File: config.mk
export PLATFORM = sky130hd
export DESIGN_NAME = ex_flag_stage_flat
export DESIGN_NICKNAME = d
export VERILOG_FILES = /design/src/rtl/ex_flag_stage_if.sv /design/src/rtl/ex_flag_stage.sv /design/src/flat_wrapper.sv
export SDC_FILE = /design/constraint.sdc
export NUM_CORES = 1
export LEC_CHECK = 0
export CAP_MARGIN = 20
export CORE_AREA = 2 2 41 81
export DETAILED_ROUTE_END_ITERATION = 10
export DIE_AREA = 0 0 43 83
export DONT_BUFFER_PORTS = 1
export HOLD_SLACK_MARGIN = 0.08
export SLEW_MARGIN = 40
export SYNTH_ARGS = -nofsm -noshare
export SYNTH_HDL_FRONTEND = slang
export SYNTH_SLANG_ARGS = --single-unit
File: constraint.sdc
create_clock -name clk -period 2.46 [get_ports clk]
set_clock_uncertainty 0.1 [all_clocks]
set_input_delay 0.615 -clock clk [delete_from_list [all_inputs] [get_ports clk]]
set_output_delay 0.615 -clock clk [all_outputs]
set_load 0.05 [all_outputs]
File: src/rtl/ex_flag_stage_if.sv
// ex_flag_stage_if: EX-side bus into the flag/EX-MEM stage.
//   alu_result, alu_v, alu_n : ALU result and its overflow/sign flags
//   ex_valid                 : EX holds a real instruction
//   ex_op, ex_dst, ex_regwrite : opcode, destination register, write enable
//   br_valid, br_cond        : branch in EX and its condition code
// master drives the bus (decode/ALU side), slave is the flag stage.
interface ex_flag_stage_if;
   logic [15:0] alu_result;
   logic        alu_v;
   logic        alu_n;
   logic        ex_valid;
   logic [3:0]  ex_op;
   logic [3:0]  ex_dst;
   logic        ex_regwrite;
   logic        br_valid;
   logic [2:0]  br_cond;

   modport master (
      output alu_result, alu_v, alu_n, ex_valid, ex_op, ex_dst, ex_regwrite,
             br_valid, br_cond
   );

   modport slave (
      input  alu_result, alu_v, alu_n, ex_valid, ex_op, ex_dst, ex_regwrite,
             br_valid, br_cond
   );
endinterface

File: src/rtl/ex_flag_stage.sv
// ex_flag_stage: EX/MEM pipeline register, architectural V/N/Z flag register
// and registered branch resolution.
//   clk, rst      : clock, synchronous active-high reset
//   ex            : EX-side bus (ex_flag_stage_if.slave)
//   stall, flush  : hold the stage / kill the EX instruction
//   mem_result, mem_dst, mem_regwrite, mem_valid : EX/MEM register
//   flag_v, flag_n, flag_z : flag register
//   br_taken, br_resolved  : registered branch outcome
// Optional feature: define FLAG_BYPASS_EN to evaluate branches against the
// next-state flag value instead of the flag register output.
module ex_flag_stage (
   input  logic                 clk,
   input  logic                 rst,
   ex_flag_stage_if.slave       ex,
   input  logic                 stall,
   input  logic                 flush,
   output logic [15:0]          mem_result,
   output logic [3:0]           mem_dst,
   output logic                 mem_regwrite,
   output logic                 mem_valid,
   output logic                 flag_v,
   output logic                 flag_n,
   output logic                 flag_z,
   output logic                 br_taken,
   output logic                 br_resolved
);

   localparam int unsigned DATA_W = 16;
   localparam int unsigned OP_W   = 4;

   localparam logic [OP_W-1:0] OP_ADD = 4'b0000;
   localparam logic [OP_W-1:0] OP_SUB = 4'b0010;

   logic accept;
   logic bubble;
   logic is_alu;
   logic is_arith;
   logic upd_z;
   logic upd_vn;
   logic res_zero;
   logic fv_nxt;
   logic fn_nxt;
   logic fz_nxt;
   logic src_v;
   logic src_n;
   logic src_z;
   logic cond_met;

   // Acceptance, bubble and flag-update qualification
   always_comb begin
      accept   = ex.ex_valid & ~stall & ~flush;
      bubble   = flush | (~stall & ~ex.ex_valid);
      is_alu   = ~ex.ex_op[3];
      is_arith = (ex.ex_op == OP_ADD) || (ex.ex_op == OP_SUB);
      // A branch never writes flags, whatever its ex_op carries
      upd_z    = accept & ~ex.br_valid & is_alu;
      upd_vn   = upd_z & is_arith;
      res_zero = (ex.alu_result == DATA_W'(0));
   end

   // Next-state flag values; equal to the register when no update occurs
   always_comb begin
      fv_nxt = upd_vn ? ex.alu_v : flag_v;
      fn_nxt = upd_vn ? ex.alu_n : flag_n;
      fz_nxt = upd_z  ? res_zero : flag_z;
   end

   // Branch flag source. The bypass path reads the next-state mux; because a
   // branch suppresses its own flag update, it resolves identically to the
   // register, but the source differs structurally.
   always_comb begin
`ifdef FLAG_BYPASS_EN
      src_v = fv_nxt;
      src_n = fn_nxt;
      src_z = fz_nxt;
`else
      src_v = flag_v;
      src_n = flag_n;
      src_z = flag_z;
`endif
   end

   // Condition code evaluation
   always_comb begin
      cond_met = 1'b0;
      case (ex.br_cond)
         3'b000:  cond_met = ~src_z;
         3'b001:  cond_met = src_z;
         3'b010:  cond_met = ~src_z & ~src_n;
         3'b011:  cond_met = src_n;
         3'b100:  cond_met = src_z | ~src_n;
         3'b101:  cond_met = src_z | src_n;
         3'b110:  cond_met = src_v;
         default: cond_met = 1'b1;
      endcase
   end

   // EX/MEM register, flags and branch outcome
   always_ff @(posedge clk) begin
      if (rst) begin
         mem_result   <= '0;
         mem_dst      <= '0;
         mem_regwrite <= 1'b0;
         mem_valid    <= 1'b0;
         flag_v       <= 1'b0;
         flag_n       <= 1'b0;
         flag_z       <= 1'b0;
         br_taken     <= 1'b0;
         br_resolved  <= 1'b0;
      end else begin
         flag_v <= fv_nxt;
         flag_n <= fn_nxt;
         flag_z <= fz_nxt;
         if (bubble) begin
            // Result and destination deliberately hold across a bubble
            mem_regwrite <= 1'b0;
            mem_valid    <= 1'b0;
            br_taken     <= 1'b0;
            br_resolved  <= 1'b0;
         end else if (accept) begin
            mem_result   <= ex.alu_result;
            mem_dst      <= ex.ex_dst;
            mem_regwrite <= ex.ex_regwrite;
            mem_valid    <= 1'b1;
            br_taken     <= ex.br_valid & cond_met;
            br_resolved  <= ex.br_valid;
         end
      end
   end

endmodule
File: src/flat_wrapper.sv
// flat-port wrapper written by rule: the top's interface ports become plain ports
module ex_flag_stage_flat 
  (clk, rst, stall, flush, mem_result, mem_dst, mem_regwrite, mem_valid, flag_v, flag_n, flag_z, br_taken, br_resolved, ex_alu_result, ex_alu_v, ex_alu_n, ex_ex_valid, ex_ex_op, ex_ex_dst, ex_ex_regwrite, ex_br_valid, ex_br_cond);
  ex_flag_stage_if ex_i ();
  input  logic clk;
  input  logic rst;
  input  logic stall;
  input  logic flush;
  output logic [15:0] mem_result;
  output logic [3:0] mem_dst;
  output logic mem_regwrite;
  output logic mem_valid;
  output logic flag_v;
  output logic flag_n;
  output logic flag_z;
  output logic br_taken;
  output logic br_resolved;
  input wire logic [$bits(ex_i.alu_result)-1:0] ex_alu_result;
  input wire logic [$bits(ex_i.alu_v)-1:0] ex_alu_v;
  input wire logic [$bits(ex_i.alu_n)-1:0] ex_alu_n;
  input wire logic [$bits(ex_i.ex_valid)-1:0] ex_ex_valid;
  input wire logic [$bits(ex_i.ex_op)-1:0] ex_ex_op;
  input wire logic [$bits(ex_i.ex_dst)-1:0] ex_ex_dst;
  input wire logic [$bits(ex_i.ex_regwrite)-1:0] ex_ex_regwrite;
  input wire logic [$bits(ex_i.br_valid)-1:0] ex_br_valid;
  input wire logic [$bits(ex_i.br_cond)-1:0] ex_br_cond;
  assign ex_i.alu_result = ex_alu_result;
  assign ex_i.alu_v = ex_alu_v;
  assign ex_i.alu_n = ex_alu_n;
  assign ex_i.ex_valid = ex_ex_valid;
  assign ex_i.ex_op = ex_ex_op;
  assign ex_i.ex_dst = ex_ex_dst;
  assign ex_i.ex_regwrite = ex_ex_regwrite;
  assign ex_i.br_valid = ex_br_valid;
  assign ex_i.br_cond = ex_br_cond;
  ex_flag_stage u_core (.clk(clk), .rst(rst), .ex(ex_i), .stall(stall), .flush(flush), .mem_result(mem_result), .mem_dst(mem_dst), .mem_regwrite(mem_regwrite), .mem_valid(mem_valid), .flag_v(flag_v), .flag_n(flag_n), .flag_z(flag_z), .br_taken(br_taken), .br_resolved(br_resolved));
endmodule
* Word-level counts from Yosys, hierarchy flattened
Cells that the tools add are included.
** Word-level totals
- Input port bits :: 36
- Logic and storage cells :: 42
- Bits in registers :: 27
- Output and inout bits :: 27
** Cells by class
- Reductions and logical operators :: 6
- Multiplexer cells :: 1
- Eq/ne operators :: 7
- Bitwise logic cells :: 19
** Operator list (number)
- 16-bit zero test :: 1
- 3-bit equality test, second input constant :: 3
- 1-bit AND :: 8
- 1-bit NOT :: 8
- 1-bit one-hot mux with 7 select lines :: 1
- 3-bit by 2-bit equality test with 1-bit output, second input constant :: 2
- 4-bit by 2-bit equality test with 1-bit output, second input constant :: 1
- 4-bit zero test :: 1
- 3-bit by 1-bit equality test with 1-bit output, second input constant :: 1
- 3-bit zero test :: 1
- 1-bit bitwise OR :: 3
- 2-bit AND reduction :: 1
- 2-bit OR reduction :: 1
- 1-bit logical OR :: 1

* Logic depth before layout (Yosys ltp)
- Depth after elaboration :: 6
- Gate-level depth with buffers :: 6
- Gate-level depth less buffers :: 4

* Worst setup path after synthesis
Ideal clock, no wire load.
- Path kind :: input to register
- Start point :: in stall
- End point :: reg u_core.flag_n
- Stages on the path :: 5
- Path buffers :: 1
- Slack :: 0.900 ns
- Arrival :: 1.332 ns
- Required time :: 2.232 ns
- Library setup time :: 0.128 ns
- Cells stage by stage :: buf_2 nor3b_4 nand3_1 mux2i_1 nor2_1
** On the way
- Cells in the longest elaborated chain, start to end :: 6
** Ends and longest elaborated chain
- from (decl) :: RTL line flat_wrapper.sv:7 : input logic stall;
- 1-bit NOT :: RTL line ex_flag_stage.sv:51 : accept = ex.ex_valid & ~stall & ~flush;
- 1-bit AND (2 in series) :: RTL line ex_flag_stage.sv:51
- 1-bit AND (2 in series) :: RTL line ex_flag_stage.sv:56 : upd_z = accept & ~ex.br_valid & is_alu;
- 1-bit AND :: RTL line ex_flag_stage.sv:57 : upd_vn = upd_z & is_arith;
- to (signal assigned) :: RTL line ex_flag_stage.sv:112 : flag_n <= fn_nxt;
- to (decl) :: RTL line ex_flag_stage.sv:22 : output logic flag_n,
No other way between the ends.
A chain may end at the register's enable or synchronous reset.

* Final worst setup path
- Start point :: reg u_core.flag_z
- End point :: out flag_z
** RTL lines
- from (decl) :: RTL line ex_flag_stage.sv:23 : output logic flag_z,
- from (signal assigned) :: RTL line ex_flag_stage.sv:113 : flag_z <= fz_nxt;
- to (decl) :: RTL line flat_wrapper.sv:15 : output logic flag_z;
No word-level cell between the ends.

==> impl_metrics.tcl <==
set metrics [dict create \
    maxSlewViolCount 0 \
    hp-start "rst" \
    cts_inserted_buffers 3 \
    path_max_fanout 6 \
    synthArstFlopShare 0 \
    r2r_slack_ns 0.91 \
    drc_errors 0 \
    crit_type "reg2out" \
    portBuffers 0 \
    netlist_area_mm2 0.00108 \
    die_x_um 43 \
    final_net_count 172 \
    root_buffer "clkbuf_8" \
    min_to "u_core.mem_result[11]" \
    synth_seq_cells 27 \
    synth_ff_type "dfxtp_1" \
    reg2reg_from "u_core.flag_z" \
    cp.required_ns 1.75 \
    fmax_ghz 0.582 \
    p_total_w 0.000786 \
    ant_nets 0 \
    clock_path_buffers 2 \
    outcome "completed" \
    leakagePower_nw 0.383 \
    drt_first_pass_iters 4 \
    pwr_density_cell_mw_per_mm2 691 \
    post_cts_buffers 0 \
    largest_reg_flops 16 \
    layout.cells.most_common "nand2_1" \
    grt_pass1_wl_mm 4.15 \
    end_kind "primary output" \
    synth_fp_nets 174 \
    multi_input_area_um2 499 \
    hp-class "in2reg" \
    holdBufCountCts 0 \
    avgViaCountPerCell 5.55 \
    rows 28 \
    num_antenna_cells 0 \
    top_regs "u_core.mem_result (16), u_core.mem_dst (4)" \
    design.die.area_mm2 0.00357 \
    tightest_slew_ns 0.759 \
    cts.sink_count 27 \
    htreeDepth 1 \
    cts_resized 0 \
    fill_cells 330 \
    fin_setup_tns_ns 0 \
    synth_cell_types 25 \
    hold_viol_final 0 \
    top_register "u_core.mem_result" \
    fin_area_mm2 0.00114 \
    drt_iter0_markers 26 \
    yosysTopAreaCellShare 0.499 \
    drive_above_1_share 0.0519 \
    clock_latency_ns 0.26 \
    antenna_found_initial 0 \
    grt_pass1_vias 989 \
    worstSetupStartpointType "flip-flop" \
    setup_viol 0 \
    regArea_um2 541 \
    grt_usage 0.150 \
    slew_headroom 0.494 \
    grt_max_degree 28 \
    rsz0062_at_grt "no" \
    crit_start "u_core.flag_z" \
    wl_per_cell_um 15.1 \
    reg2reg_depth 4 \
    yosysWarnings 0 \
    gr-total-overflow 0 \
    place.gp.congestion 0.752 \
    die_h_um 83 \
    placed_area_mm2 0.00109 \
    post-route-min-period_ns 1.72 \
    post-route-period-util 0.698 \
    avgSynthCellArea_um2 7.84 \
    cp.arrival_ns 1.00 \
    rr_endpoint "u_core.br_taken" \
    hpwl_mm 1.94 \
    fp.coreArea_mm2 0.00294 \
    layout_common_cells "46 x nand2_1, 27 x dfxtp_1, 25 x a21oi_1" \
    synth.top_cells.by_area "dfxtp_1 50%, nand2_1 16%, a21oi_1 12%" \
    post-route-util 0.386 \
    cts_tree "built" \
    syn_inst 138 \
    min_delay_path_depth 1 \
    start_util 0.368 \
    route.vias.total 916 \
    io_pins 63 \
    drv_cap 0 \
    area_growth_pct 5.09 \
    path_clk_slew_ns 0.10 \
    peakVddDrop_v 0.000412 \
    yosysTopAreaCell "dfxtp_1" \
    synth_edf_count 0 \
    synth-seq-area-share 0.499 \
    wirelength_mm 2.49 \
]
-- metal layers --
metal | share of wire | GRT usage | vias up | wire length, um
li1 | - | - | 454 | -
met2 | 0.58 | 0.280 | 36 | 1440
met4 | 0.014 | 0.0661 | 0 | 34
met1 | 0.34 | 0.151 | 422 | 850
met5 | 0 | 0 | - | 0
met3 | 0.067 | 0.0283 | 4 | 166
-- power breakdown --
group | switching, W | total, W | internal (W) | leakage (nW)
logic | 0.0000200 | 0.0000367 | 0.0000167 | 0.142
clock network | 0.000135 | 0.000250 | 0.000115 | 0.0217
registers | 0.0000501 | 0.000499 | 0.000449 | 0.219
-- area by class of cell --
type	count	area share
Timing Repair Buffer	1	0.00660
Multi-Input combinational cell	102	0.439
Tap cell	30	0.0330
Clock buffer	3	0.0363
Sequential cell	27	0.475
Clock inverter	1	0.00660
Inverter	1	0.00330
-- synth_stat cells (2+ instances only) --
cell and instances:
nand2_1 46, dfxtp_1 27, a21oi_1 25, nor2_1 7, buf_2 4, nor4_1 4
clkbuf_1 3, nor3_1 3, mux2i_1 2, nand3_1 2
-- worst max path at each step --
stage,to,slack [ns],depth (start not counted)
2_1_floorplan,u_core.flag_n,0.90,5
3_3_place_gp,u_core.mem_result[1],0.71,4
3_5_place_dp,u_core.mem_result[9],0.65,4
4_1_cts,flag_z,0.74,0
5_1_grt,flag_z,0.69,0
6_report,flag_z,0.74,0
-- cells by family (layout without fill, tap and decap cells) --
group / Yosys count / after routing / synth area share
AND/OR/NAND/NOR: 69 / 69 / 0.283
buffers and inverters: 9 / 6 / 0.0393
flip-flops: 27 / 27 / 0.499
multiplexers: 3 / 3 / 0.0289
AO/OA/AOI/OAI: 30 / 30 / 0.149
-- per-stage QoR --
stage	setup slack, ns	hold slack (ns)	cells
after floorplan	0.900	0.572	138
after global placement	0.706	0.584	161
after detailed placement	0.648	0.589	161
after CTS	0.741	0.291	165
after global routing	0.692	0.273	165
final	0.742	0.297	165
Power figures use the tool's default switching activity.
==> edit: new RTL, same flow settings <==
Put one more register stage on the output `flag_n`, with the module's reset. The value now appears one clock later. The other outputs are not delayed to match.
--- a/src/rtl/ex_flag_stage.sv
+++ b/src/rtl/ex_flag_stage.sv
@@ -31,6 +31,8 @@
    localparam logic [OP_W-1:0] OP_ADD = 4'b0000;
    localparam logic [OP_W-1:0] OP_SUB = 4'b0010;
 
+   logic flag_n_s0;
+
    logic accept;
    logic bubble;
    logic is_alu;
@@ -61,7 +63,7 @@
    // Next-state flag values; equal to the register when no update occurs
    always_comb begin
       fv_nxt = upd_vn ? ex.alu_v : flag_v;
-      fn_nxt = upd_vn ? ex.alu_n : flag_n;
+      fn_nxt = upd_vn ? ex.alu_n : flag_n_s0;
       fz_nxt = upd_z  ? res_zero : flag_z;
    end
 
@@ -75,7 +77,7 @@
       src_z = fz_nxt;
 `else
       src_v = flag_v;
-      src_n = flag_n;
+      src_n = flag_n_s0;
       src_z = flag_z;
 `endif
    end
@@ -103,13 +105,13 @@
          mem_regwrite <= 1'b0;
          mem_valid    <= 1'b0;
          flag_v       <= 1'b0;
-         flag_n       <= 1'b0;
+         flag_n_s0    <= 1'b0;
          flag_z       <= 1'b0;
          br_taken     <= 1'b0;
          br_resolved  <= 1'b0;
       end else begin
          flag_v <= fv_nxt;
-         flag_n <= fn_nxt;
+         flag_n_s0 <= fn_nxt;
          flag_z <= fz_nxt;
          if (bubble) begin
             // Result and destination deliberately hold across a bubble
@@ -128,4 +130,12 @@
       end
    end
 
+   always_ff @(posedge clk) begin
+      if (rst) begin
+         flag_n <= '0;
+      end else begin
+         flag_n <= flag_n_s0;
+      end
+   end
+
 endmodule
Check against the original RTL: not equivalent (a bounded check fails within 4 cycles, from zero or initial values and one cycle with rst high).
==> edit against the original RTL <==
- design area up 4.0%
- sequential cell count up 1
- power up 15%
- count of clock-buffer cells in the layout unchanged
- synthesized area up 3.5%
- synthesized cell count unchanged
- worst setup slack better by 0.0084 ns
- routed wire length down 1.0%
- register-to-register slack better by 0.17 ns
- critical path type unchanged
- critical endpoint unchanged
- highest routed layer unchanged
==> edit: results (changes against the original RTL) <==
| Metric | Value |
|---|---|
| Worst hold path class | `in2reg (unchanged)` |
| RePlAce Congestion | `0.692 (was 0.752)` |
| Final Hold Violating Endpoints | `0 (unchanged)` |
| Arrival time at the worst endpoint | `0.99 ns` |
| Outcome | `complete, no violations (unchanged)` |
| Num CTS Buffers | `3 (unchanged)` |
| Dpl cells | `161 (unchanged)` |
| YS warnings | `0 (unchanged)` |
| Largest net degree at the start of global routing | `26 (was 28)` |
| Fraction of layout cells with a size suffix above 1 | `6.67% (was 5.19%)` |
| Final std cells w/o fill | `165 (unchanged)` |
| Post-synth cell types | `26 (was 25)` |
| Clock buffer depth | `2 (unchanged)` |
| Global Route Usage Sum | `14.5% (was 15.0%)` |
| Regs by FF count | `u_core.mem_result (16), u_core.mem_dst (4) (unchanged)` |
| First-pass GRT wire length | `4040 um (was 4150 um)` |
| Slew headroom | `58.7% (was 49.4%)` |
| Vias per inst | `5.49 (was 5.55)` |
| VDD IR-drop max | `425 uV (was 412 uV)` |
| DP HPWL | `1920 um (was 1940 um)` |
| Reg clk slew, reported paths | `about 0.09 ns` |
| Buffers on Ports | `0 (unchanged)` |
| Vias in the first global route | `961 (was 989)` |
| Sequential share of the synthesized area | `50.1% (was 49.9%)` |
| DRT Pass-1 Iters | `4 (unchanged)` |
| Synthesized instance count | `138 (unchanged)` |
| Clock Latency Late Sink | `0.27 ns` |
| Post_cts resized | `0 (unchanged)` |
| Leakage power | `0.392 nW (was 0.383 nW)` |
| Asr flop ratio synth | `0% (unchanged)` |
| Antenna violations before repair | `0 (unchanged)` |
| Diode count | `0 (unchanged)` |
| Commonest cells post-synth | `nand2_1, dfxtp_1, a21oi_1, nor2_1, nor4_1 (was nand2_1, dfxtp_1, a21oi_1, nor2_1)` |
| H-tree depth | `1 (unchanged)` |
| Area contributors post-synth | `dfxtp_1, nand2_1, a21oi_1, nor2_1, nor4_1 (unchanged)` |
| Avg WL per Cell | `15.0 um (was 15.1 um)` |
| CP Max Fanout | `5 (was 6)` |
| Initial DRC Count | `23 (was 26)` |
## edit: cell types whose count changed in the layout (fill, tap and decap cells not counted), moves of 2 or more
cell and delta:
a21oi_1 -2, nor3_1 -3, o21ai_0 +2, nor3b_1 +2
## edit: logic make-up after synthesis
group | count (synthesis) | share of synthesized area (%)
compound gates | 30 | 14.0
simple gates | 70 | 29.4
flops | 28 | 50.1
mux | 2 | 1.79
buf+inv | 8 | 4.80
## edit: worst paths after layout
kind	from	to	slack, ns	cells past startpoint
max	u_core.flag_z	flag_z	0.75	0
min	rst	u_core.mem_result[9]	0.31	1
max reg2reg	u_core.flag_z	u_core.br_taken	1.08	4
min reg2reg	u_core.flag_n_s0	u_core.flag_n	0.43	1
## edit: metrics by stage
stage	hold WS [ns]	instance area (um2)	total power [mW]	util [%]	setup slack (ns)
finish	0.307	1180	0.903	40.2	0.751
global route	0.282	1180	0.945	40.2	0.701
CTS	0.293	1180	0.918	40.2	0.735
detailed placement	0.417	1110	0.561	37.8	0.624
global placement	0.410	1110	0.558	37.8	0.668
floorplan	0.384	1120	0.561	-	0.869
## edit: power breakdown
part / internal, mW / switching, mW / total [mW]
Combinational: 0.0161 / 0.0208 / 0.0370
Sequential: 0.465 / 0.0477 / 0.512
Clock: 0.218 / 0.136 / 0.354
Total: 0.698 / 0.205 / 0.903
## edit: routing by layer
| metal | global-route usage [%] | share of wire [%] |
|---|---|---|
| met5 | 0 | 0 |
| met4 | 5.79 | 0.85 |
| met3 | 4.35 | 10 |
| met2 | 27.1 | 55 |
| met1 | 14.0 | 34 |
## edit: layout make-up
class / instances / area, um2
Clock buffer: 3 / 41.3
Tap cell: 30 / 37.5
Fill cell: 322 / 1760
Timing Repair Buffer: 1 / 7.51
Clock inverter: 1 / 30.0
Sequential cell: 28 / 561
Multi-Input combinational cell: 102 / 505
